[config.mk]
export PLATFORM = sky130hd
export DESIGN_NAME = decode_queue
export DESIGN_NICKNAME = d
export VERILOG_FILES = /design/src/rtl/decode_pkg.sv /design/src/rtl/decode_queue_ram.sv /design/src/rtl/decode_queue.sv
export SDC_FILE = /design/constraint.sdc
export NUM_CORES = 2
export LEC_CHECK = 0
export BUFFER_PORTS_ARGS = -buffer_cell sky130_fd_sc_hd__buf_2
export CORE_UTILIZATION = 40
export DETAILED_ROUTE_END_ITERATION = 16
export PLACE_DENSITY = 0.51
export SLEW_MARGIN = 20
export SYNTH_ARGS = -nofsm -noshare
export SYNTH_HDL_FRONTEND = slang
export SYNTH_MEMORY_MAX_BITS = 65536
export SYNTH_SLANG_ARGS = --single-unit
[constraint.sdc]
create_clock -name clock_i -period 47 [get_ports clock_i]
set_input_delay 9.4 -clock clock_i [delete_from_list [all_inputs] [get_ports clock_i]]
set_output_delay 9.4 -clock clock_i [all_outputs]
set_load 0.05 [all_outputs]
[src/rtl/decode_pkg.sv]
// Decoded-instruction layout shared by the decode mux, decode_queue and issue.
// Fields are packed MSB-first in the order listed below; ENTRY_W is their sum.
package decode_pkg;

    localparam int OPCODE_W = 12;
    localparam int ADDR_W   = 64;
    localparam int FU_W     = 3;
    localparam int MAJID_W  = 64;
    localparam int MINID_W  = 7;
    localparam int IS64_W   = 1;
    localparam int PID_W    = 20;
    localparam int TID_W    = 16;
    localparam int RW_W     = 4 * 2;
    localparam int ISREG_W  = 4;
    localparam int BODY_W   = 84;

    localparam int ENTRY_W = OPCODE_W + ADDR_W + FU_W + MAJID_W + MINID_W + IS64_W
                           + PID_W + TID_W + RW_W + ISREG_W + BODY_W;

    localparam int BODY_LSB   = 0;
    localparam int ISREG_LSB  = BODY_LSB  + BODY_W;
    localparam int RW_LSB     = ISREG_LSB + ISREG_W;
    localparam int TID_LSB    = RW_LSB    + RW_W;
    localparam int PID_LSB    = TID_LSB   + TID_W;
    localparam int IS64_LSB   = PID_LSB   + PID_W;
    localparam int MINID_LSB  = IS64_LSB  + IS64_W;
    localparam int MAJID_LSB  = MINID_LSB + MINID_W;
    localparam int FU_LSB     = MAJID_LSB + MAJID_W;
    localparam int ADDR_LSB   = FU_LSB    + FU_W;
    localparam int OPCODE_LSB = ADDR_LSB  + ADDR_W;

    typedef enum logic [FU_W-1:0] {
        FU_ALU  = 3'd0,
        FU_MUL  = 3'd1,
        FU_DIV  = 3'd2,
        FU_LSU  = 3'd3,
        FU_BRU  = 3'd4,
        FU_FPU  = 3'd5,
        FU_CSR  = 3'd6,
        FU_NONE = 3'd7
    } func_unit_e;

    typedef enum logic [3:0] {
        FMT_R   = 4'd0,
        FMT_I   = 4'd1,
        FMT_S   = 4'd2,
        FMT_B   = 4'd3,
        FMT_U   = 4'd4,
        FMT_J   = 4'd5,
        FMT_SYS = 4'd6
    } format_id_e;

endpackage

[src/rtl/decode_queue_ram.sv]
// 1W/1R storage for decode_queue: synchronous write, asynchronous read.
// Kept separate so it can be replaced by an FPGA LUTRAM primitive.
module decode_queue_ram #(
    parameter int DEPTH   = 16,
    parameter int PTR_W   = 4,
    parameter int ENTRY_W = 283
) (
    input  logic               i_clk,
    input  logic               i_we,
    input  logic [PTR_W-1:0]   i_waddr,
    input  logic [ENTRY_W-1:0] i_wdata,
    input  logic [PTR_W-1:0]   i_raddr,
    output logic [ENTRY_W-1:0] o_rdata
);

    logic [ENTRY_W-1:0] r_mem [DEPTH];

    always_ff @(posedge i_clk) begin
        if (i_we) begin
            r_mem[i_waddr] <= i_wdata;
        end
    end

    assign o_rdata = r_mem[i_raddr];

endmodule

[src/rtl/decode_queue.sv]
// Decoded-instruction FIFO between the decode mux and issue, with early stall.
// Optional statistics counters are enabled by defining DECODE_QUEUE_STATS_EN.
module decode_queue #(
    parameter int DEPTH       = 16,
    parameter int PTR_W       = 4,
    parameter int ENTRY_W     = decode_pkg::ENTRY_W,
    parameter int AFULL_SLACK = 3
) (
    input  logic               clock_i,
    input  logic               reset_n_i,
    input  logic               flush_i,
    input  logic               push_i,
    input  logic [ENTRY_W-1:0] entry_i,
    output logic               almost_full_o,
    output logic               full_o,
    output logic               overflow_o,
    output logic [PTR_W:0]     count_o,
    output logic               valid_o,
    output logic [ENTRY_W-1:0] entry_o,
    input  logic               ready_i
`ifdef DECODE_QUEUE_STATS_EN
   ,output logic [31:0]        stat_push_o,
    output logic [31:0]        stat_pop_o,
    output logic [15:0]        stat_drop_o,
    output logic [PTR_W:0]     stat_maxocc_o
`endif
);
    import decode_pkg::*;

    localparam logic [PTR_W:0] DEPTH_C = (PTR_W+1)'(DEPTH);
    localparam logic [PTR_W:0] SLACK_C = (PTR_W+1)'(AFULL_SLACK);

    logic [PTR_W:0] r_wr_ptr;
    logic [PTR_W:0] r_rd_ptr;
    logic [PTR_W:0] r_count;
    logic           r_overflow;

    logic           w_valid;
    logic           w_full;
    logic           w_pop;
    logic           w_push;
    logic           w_we;
    logic [PTR_W:0] w_free;

    assign w_valid = (r_count != '0);
    assign w_full  = (r_count == DEPTH_C);
    assign w_pop   = w_valid && ready_i;
    // A pop in the same cycle frees the head slot, so a full queue still accepts.
    assign w_push  = push_i && (!w_full || w_pop);
    assign w_we    = w_push && !flush_i;
    assign w_free  = DEPTH_C - r_count;

    always_ff @(posedge clock_i or negedge reset_n_i) begin
        if (!reset_n_i) begin
            r_wr_ptr   <= '0;
            r_rd_ptr   <= '0;
            r_count    <= '0;
            r_overflow <= 1'b0;
        end else if (flush_i) begin
            r_rd_ptr <= r_wr_ptr;
            r_count  <= '0;
        end else begin
            if (w_push) r_wr_ptr <= r_wr_ptr + 1'b1;
            if (w_pop)  r_rd_ptr <= r_rd_ptr + 1'b1;
            if (w_push && !w_pop) begin
                r_count <= r_count + 1'b1;
            end else if (w_pop && !w_push) begin
                r_count <= r_count - 1'b1;
            end
            if (push_i && !w_push) r_overflow <= 1'b1;
        end
    end

    decode_queue_ram #(
        .DEPTH   (DEPTH),
        .PTR_W   (PTR_W),
        .ENTRY_W (ENTRY_W)
    ) u_ram (
        .i_clk   (clock_i),
        .i_we    (w_we),
        .i_waddr (r_wr_ptr[PTR_W-1:0]),
        .i_wdata (entry_i),
        .i_raddr (r_rd_ptr[PTR_W-1:0]),
        .o_rdata (entry_o)
    );

    assign valid_o       = w_valid;
    assign full_o        = w_full;
    assign count_o       = r_count;
    assign overflow_o    = r_overflow;
    assign almost_full_o = (w_free <= SLACK_C);

`ifdef DECODE_QUEUE_STATS_EN
    logic [31:0]    r_stat_push;
    logic [31:0]    r_stat_pop;
    logic [15:0]    r_stat_drop;
    logic [PTR_W:0] r_stat_maxocc;

    function automatic logic [31:0] sat_inc32(input logic [31:0] v);
        return (&v) ? v : v + 32'd1;
    endfunction

    function automatic logic [15:0] sat_inc16(input logic [15:0] v);
        return (&v) ? v : v + 16'd1;
    endfunction

    // Counters survive flush so they reflect total traffic since reset.
    always_ff @(posedge clock_i or negedge reset_n_i) begin
        if (!reset_n_i) begin
            r_stat_push   <= '0;
            r_stat_pop    <= '0;
            r_stat_drop   <= '0;
            r_stat_maxocc <= '0;
        end else begin
            if (w_we)                          r_stat_push <= sat_inc32(r_stat_push);
            if (w_pop && !flush_i)             r_stat_pop  <= sat_inc32(r_stat_pop);
            if (push_i && !w_push && !flush_i) r_stat_drop <= sat_inc16(r_stat_drop);
            if (r_count > r_stat_maxocc)       r_stat_maxocc <= r_count;
        end
    end

    assign stat_push_o   = r_stat_push;
    assign stat_pop_o    = r_stat_pop;
    assign stat_drop_o   = r_stat_drop;
    assign stat_maxocc_o = r_stat_maxocc;

`ifndef SYNTHESIS
    always @(posedge clock_i) begin
        if (reset_n_i && !flush_i && w_push) $display("decode_queue push %h", entry_i);
        if (reset_n_i && !flush_i && w_pop)  $display("decode_queue pop  %h", entry_o);
    end
`endif
`endif

endmodule

# After elaboration in Yosys (flattened, before gate mapping)
# Memory sizes are Yosys's and may differ from the RTL's.
# Cells that the tools add are included.
# classes
n_mux	7
reduce_logical	16
n_addsub	5
magnitude_cmp	1
n_eq_ne	1
n_bitwise	1
# op_table
op	count
$mux W5	5
$add A5 B1 Y5 const B	3
$logic_and A1 B1 Y1	6
$eq A5 B5 Y1 const B	1
$le A5 B2 Y1 const B	1
$reduce_bool A5 Y1	1
$sub A5 B1 Y5 const B	1
$sub A5 B5 Y5 const A	1
$logic_not A1 Y1	4
$reduce_and A2 Y1	2
$reduce_bool A3 Y1	1
$mux W1	2
$reduce_bool A2 Y1	1
$logic_or A1 B1 Y1	1
$not A1 Y1	1
# totals
ram_bits	4528
word_cells	36
in_bits	288
memories	1
reg_bits	16
# memory_table
memory	depth	width	read_ports	rd_ports_with_merged_regs	write_ports	line_no	rtl
u_ram.r_mem	16	283	1	0	1	decode_queue_ram.sv:16	logic [ENTRY_W-1:0] r_mem [DEPTH];

# Depth between registers and ports, before layout
# depth
word_depth	9
depth_mapped	12
mapped_depth_nobuf	12

# By module
# Synthesis repeated with hierarchy kept, for this count alone.
# unflattened
hier_cells	7158
hier_area_um2	170622.4
# modules_own_cells
module	area_per_inst_um2	instances	seq_area_each_um2	cells_per_inst
decode_queue_ram	169690.2	1	135970.4	7066
decode_queue	932.1	1	350.3	92

# Least setup slack after synthesis
# OpenSTA, ideal clock, no wires.
# synth_timing
path_type	input to register
from	input flush_i
to	memory u_ram.r_mem[3][0] (enable)
t_arrival_ns	29.174
stages	4
t_required_ns	45.728
setup_slack_ns	16.554
cell_sequence	nand2b_1 > a21oi_1 > nand2_1 > nor3_1
# synth_between
elab_chain_len	4
# synth_rtl
element	line_no	rtl
from (decl)	decode_queue.sv:11	input logic flush_i,
$logic_not A1 Y1	decode_queue.sv:50	assign w_we = w_push && !flush_i;
$logic_and A1 B1 Y1	decode_queue.sv:50	
$mux W1	decode_queue_ram.sv:19	if (i_we) begin
$mux W1 (implied by the code)	decode_queue_ram.sv:20	r_mem[i_waddr] <= i_wdata;
to (decl)	decode_queue_ram.sv:16	
# No other way between the ends.

# Final worst setup path
# layout_timing
from	register r_rd_ptr[0]
to	output entry_o[241]
# layout_between
elab_chain_len	1
# layout_rtl
element	line_no	rtl
from (decl)	decode_queue.sv:34	logic [PTR_W:0] r_rd_ptr;
from (signal assigned)	decode_queue.sv:60	r_rd_ptr <= r_wr_ptr;
from (signal assigned)	decode_queue.sv:64	if (w_pop) r_rd_ptr <= r_rd_ptr + 1'b1;
$mem_v2 Z16 W283	--	
to (decl)	decode_queue.sv:19	output logic [ENTRY_W-1:0] entry_o,
# No other way between the ends.

==> out/qor.yml <==
outcome: "finished clean"
pin_count: 580
place.detailed.hpwl_mm: 231
postSynth.asyncResetShare_pct: 0.308
switching_share_pct: 35.2
share_of_the_clock_period_used_by_the_worst_path_pct: 37.6
fillers: 34700
fin_worst_skew_ns: 0.0436
reg_to_reg_critical_path_startpoint: "count_o[0]"
finalSetupViolations: 0
synth_area_sq_um: 169000
overflow: 0
p_clk_share_pct: 29.5
timing.critical_path.buf_inv: 7
seq_power_share_pct: 38.1
synth-warning-count: 0
crit_end_element: "output port"
sequential_cell_area_sq_um: 136000
maximum_number_of_pins_on_one_net_before_global_route_repair: 142
syn-mean-instance-area_sq_um: 24.1
worst_case_clock_buffer_depth: 4
syn_inst: 7022
worst_path_largest_cell_delay_ns: 0.86
tritoncts.num_buffers: 469
drt-pass1-iter-count: 6
route.detailed.vias_per_inst: 5.62
final_period_minus_worst_setup_slack_ns: 17.66
power_switching_uw: 4360
postCtsSetupBuffers: 0
rsz0062_at_grt: "no"
endpoint: "entry_o[241]"
first_global_vias: 83000
fmax_ghz: 0.0566
cts_tree: "yes"
seq_cells_post_synth: 4542
row_count: 238
wire_length_of_the_first_global_routing_pass_mm: 630
crit_path_start_kind: "register"
synth_edf_count: 4528
chipWidth_um: 653
slowest_stage: "sky130_fd_sc_hd__buf_4"
timing.setup.critical_path_class: "reg -> out"
syn2layout_area_growth_pct: 15.0
power_density_nw_per_um2: 63.6
io_buffers: 579
total_leakage_power_uw: 0.0609
cpLargestDelayFamily: "buffers and inverters"
antenna_violating_nets_post_route: 0
crit_start: "r_rd_ptr[0]"
die-area_sq_um: 426000
groute.usage.overall_pct: 20.8
power.internal_uw: 8030
hold_start: "overflow_o"
comb_power_share_pct: 32.4
finalWirelength_mm: 449
area_of_the_core_region_sq_um: 421000
worst_setup_hold_path_clk_slew_ns: 0.06
mappedNetlistNets: 7324
cts_hold_repair.buffers: 0
dominant_register_cell_in_the_synthesized_netlist: "sky130_fd_sc_hd__edfxtp_1"
synth_sequential_area_ratio_pct: 80.5
critical_path_peak_fanout: 100
crit_required_ns: 37.60
num_vias: 78400
timing.critical_path.arrival_ns: 8.26
cts_resized: 0
grt_antenna_before_repair: 166
worst_hold_check_path_type: "reg -> reg"
rr_endpoint: "u_ram.r_mem[7][143]"
ff2ff_setup_slack_ns: 39.96
final_hold_viol_count: 0
initial_utilization_pct: 40.3
crit_path_cell_trace: "buf_12, buf_4, buf_4, buf_4, buf_4, buf_4, mux4_2, a22oi_1, nand2_1, buf_2"
fin_total_pwr_uw: 12400
cpMostUsedCell: "sky130_fd_sc_hd__buf_4"
finish.net_count: 8173
total_number_of_cells_along_the_worst_setup_path: 10
clock_sinks: 4542
worst_supply_voltage_drop_on_vdd_mv: 0.0600
slew_headroom_pct: 24.8
die_height_um: 653
clock-root-buffer: "sky130_fd_sc_hd__clkbuf_16"
number_of_max_slew_violations_in_the_final_report: 0
avgRoutedWirePerCell_um: 32.2
cts.htree.levels: 5
max-cap-violations: 0
multi_input_comb_area_sq_um: 31500
yosys.cell_types.count: 38
gp_congestion: 0.729
final.setup.tns_ns: 0
fraction_of_layout_instances_using_a_drive_strength_above_1_pct: 31.3
tightest_slew_ns: 1.13
clk-insertion-delay-late_ns: 0.99
r2r_cells: 13
detailedRoute.firstIterationViolations: 7354
route.detailed.drc: 0
==> Yosys cell counts, types with 4 or more instances <==
cell | n | area share (%)
sky130_fd_sc_hd__edfxtp_1 | 4528 | 80
sky130_fd_sc_hd__mux4_2 | 1132 | 15
sky130_fd_sc_hd__a22oi_1 | 388 | 1.7
sky130_fd_sc_hd__nand2_1 | 209 | 0.46
sky130_fd_sc_hd__clkbuf_1 | 184 | 0.41
sky130_fd_sc_hd__o22ai_1 | 178 | 0.66
sky130_fd_sc_hd__buf_2 | 141 | 0.42
sky130_fd_sc_hd__nor2_1 | 107 | 0.24
sky130_fd_sc_hd__buf_1 | 37 | 0.082
sky130_fd_sc_hd__buf_4 | 16 | 0.071
sky130_fd_sc_hd__dfrtp_1 | 14 | 0.21
sky130_fd_sc_hd__ha_1 | 13 | 0.096
sky130_fd_sc_hd__nand2b_1 | 9 | 0.033
sky130_fd_sc_hd__inv_1 | 8 | 0.018
sky130_fd_sc_hd__xnor2_1 | 8 | 0.041
sky130_fd_sc_hd__nor3_1 | 6 | 0.018
sky130_fd_sc_hd__o21ai_0 | 6 | 0.018
sky130_fd_sc_hd__a21oi_1 | 4 | 0.012
sky130_fd_sc_hd__nor2b_1 | 4 | 0.015
==> placed cells by master (no fill, tap or decap), types with 4 or more instances in the layout <==
cell type,n
sky130_fd_sc_hd__buf_12,22
sky130_fd_sc_hd__buf_2,579
sky130_fd_sc_hd__buf_4,155
sky130_fd_sc_hd__o21ai_0,6
sky130_fd_sc_hd__clkinv_16,10
sky130_fd_sc_hd__clkbuf_1,92
sky130_fd_sc_hd__ha_1,13
sky130_fd_sc_hd__nand2_1,207
sky130_fd_sc_hd__clkinvlp_4,10
sky130_fd_sc_hd__nor3_2,4
sky130_fd_sc_hd__nor2_4,14
sky130_fd_sc_hd__diode_2,50
sky130_fd_sc_hd__mux4_2,1132
sky130_fd_sc_hd__clkbuf_16,471
sky130_fd_sc_hd__edfxtp_1,4528
sky130_fd_sc_hd__dfrtp_1,11
sky130_fd_sc_hd__nand2b_1,5
sky130_fd_sc_hd__clkinv_1,117
sky130_fd_sc_hd__clkinv_8,6
sky130_fd_sc_hd__a21oi_1,4
sky130_fd_sc_hd__nor2_1,93
sky130_fd_sc_hd__inv_6,11
sky130_fd_sc_hd__clkinv_2,98
sky130_fd_sc_hd__bufinv_16,46
sky130_fd_sc_hd__nor2b_4,4
sky130_fd_sc_hd__a22oi_1,388
sky130_fd_sc_hd__xnor2_1,8
sky130_fd_sc_hd__inv_1,8
sky130_fd_sc_hd__o22ai_1,178
==> through the flow <==
stage	hold WS [ns]	util (%)	setup slack, ns	cell area (sq um)	std cells
5_1_grt	0.514	46.3	28.43	195000	13900
2_1_floorplan	0.522	-	16.55	169000	7022
4_1_cts	0.505	46.2	28.93	195000	13900
6_report	0.501	46.3	29.34	195000	14000
3_5_place_dp	0.492	42.6	30.01	179000	13000
3_3_place_gp	0.461	42.6	30.01	179000	13000
==> worst register-to-register path, cell delays in order (launching register included) <==
cell,delay (ns)
sky130_fd_sc_hd__dfrtp_1,0.49
sky130_fd_sc_hd__inv_1,0.11
sky130_fd_sc_hd__ha_1,0.23
sky130_fd_sc_hd__nor3b_1,0.16
sky130_fd_sc_hd__ha_1,0.24
sky130_fd_sc_hd__nand2b_1,0.17
sky130_fd_sc_hd__a21oi_1,0.58
sky130_fd_sc_hd__nand2_1,0.41
sky130_fd_sc_hd__nor2_4,0.20
sky130_fd_sc_hd__buf_4,0.71
sky130_fd_sc_hd__buf_4,0.92
sky130_fd_sc_hd__buf_12,0.65
sky130_fd_sc_hd__buf_4,0.86
sky130_fd_sc_hd__buf_4,0.88
==> cell type report <==
class / instances / share of cell area [%]
flip-flops and latches: 4542 / 70.0
multi-input cells: 2091 / 16.2
clock buffers: 563 / 6.23
well taps: 5640 / 3.62
repair buffers: 759 / 2.34
clock inverters: 304 / 1.53
diodes: 50 / 0.0643
inverters: 8 / 0.0154
==> worst min path at each step <==
stage	to	slack, ns	cells past startpoint
CTS	overflow_o	0.51	1
global route	overflow_o	0.51	1
detailed placement	overflow_o	0.49	1
finish	overflow_o	0.50	1
floorplan	r_rd_ptr[1]	0.52	2
global placement	overflow_o	0.46	1
==> flip-flops by register name, indices dropped and copies added, names as in the netlist <==
signal and count:
r_wr_ptr 4, u_ram.r_mem 4528, r_rd_ptr 4, overflow_o 1, count_o 5
==> kinds of logic after synthesis <==
group,share of synthesized area (%)
flops,80.5
mux,15.1
compound gates,2.43
buf+inv,1.02
simple gates,0.827
fa+ha+maj,0.108
xor+xnor,0.0517
==> routing by layer <==
| metal | vias to the layer above | routed length [um] | GRT usage (%) |
|---|---|---|---|
| met1 | 43000 | 181000 | 27.1 |
| met3 | 745 | 28900 | 4.57 |
| met2 | 2321 | 226000 | 35.1 |
| met5 | - | 568 | 0 |
| li1 | 32200 | - | - |
| met4 | 92 | 12500 | 6.10 |
==> power groups by stage <==
stage / Sequential, uW / Clock (uW) / Combinational (uW)
final: 4720 / 3660 / 4010
after global routing: 4730 / 3880 / 4240
after CTS: 4720 / 3730 / 4120
after detailed placement: 4810 / 0 / 4110
after global placement: 4800 / 0 / 4100
after floorplan: 4890 / 0 / 2790
No activity file was read; power rests on OpenSTA's default activity.
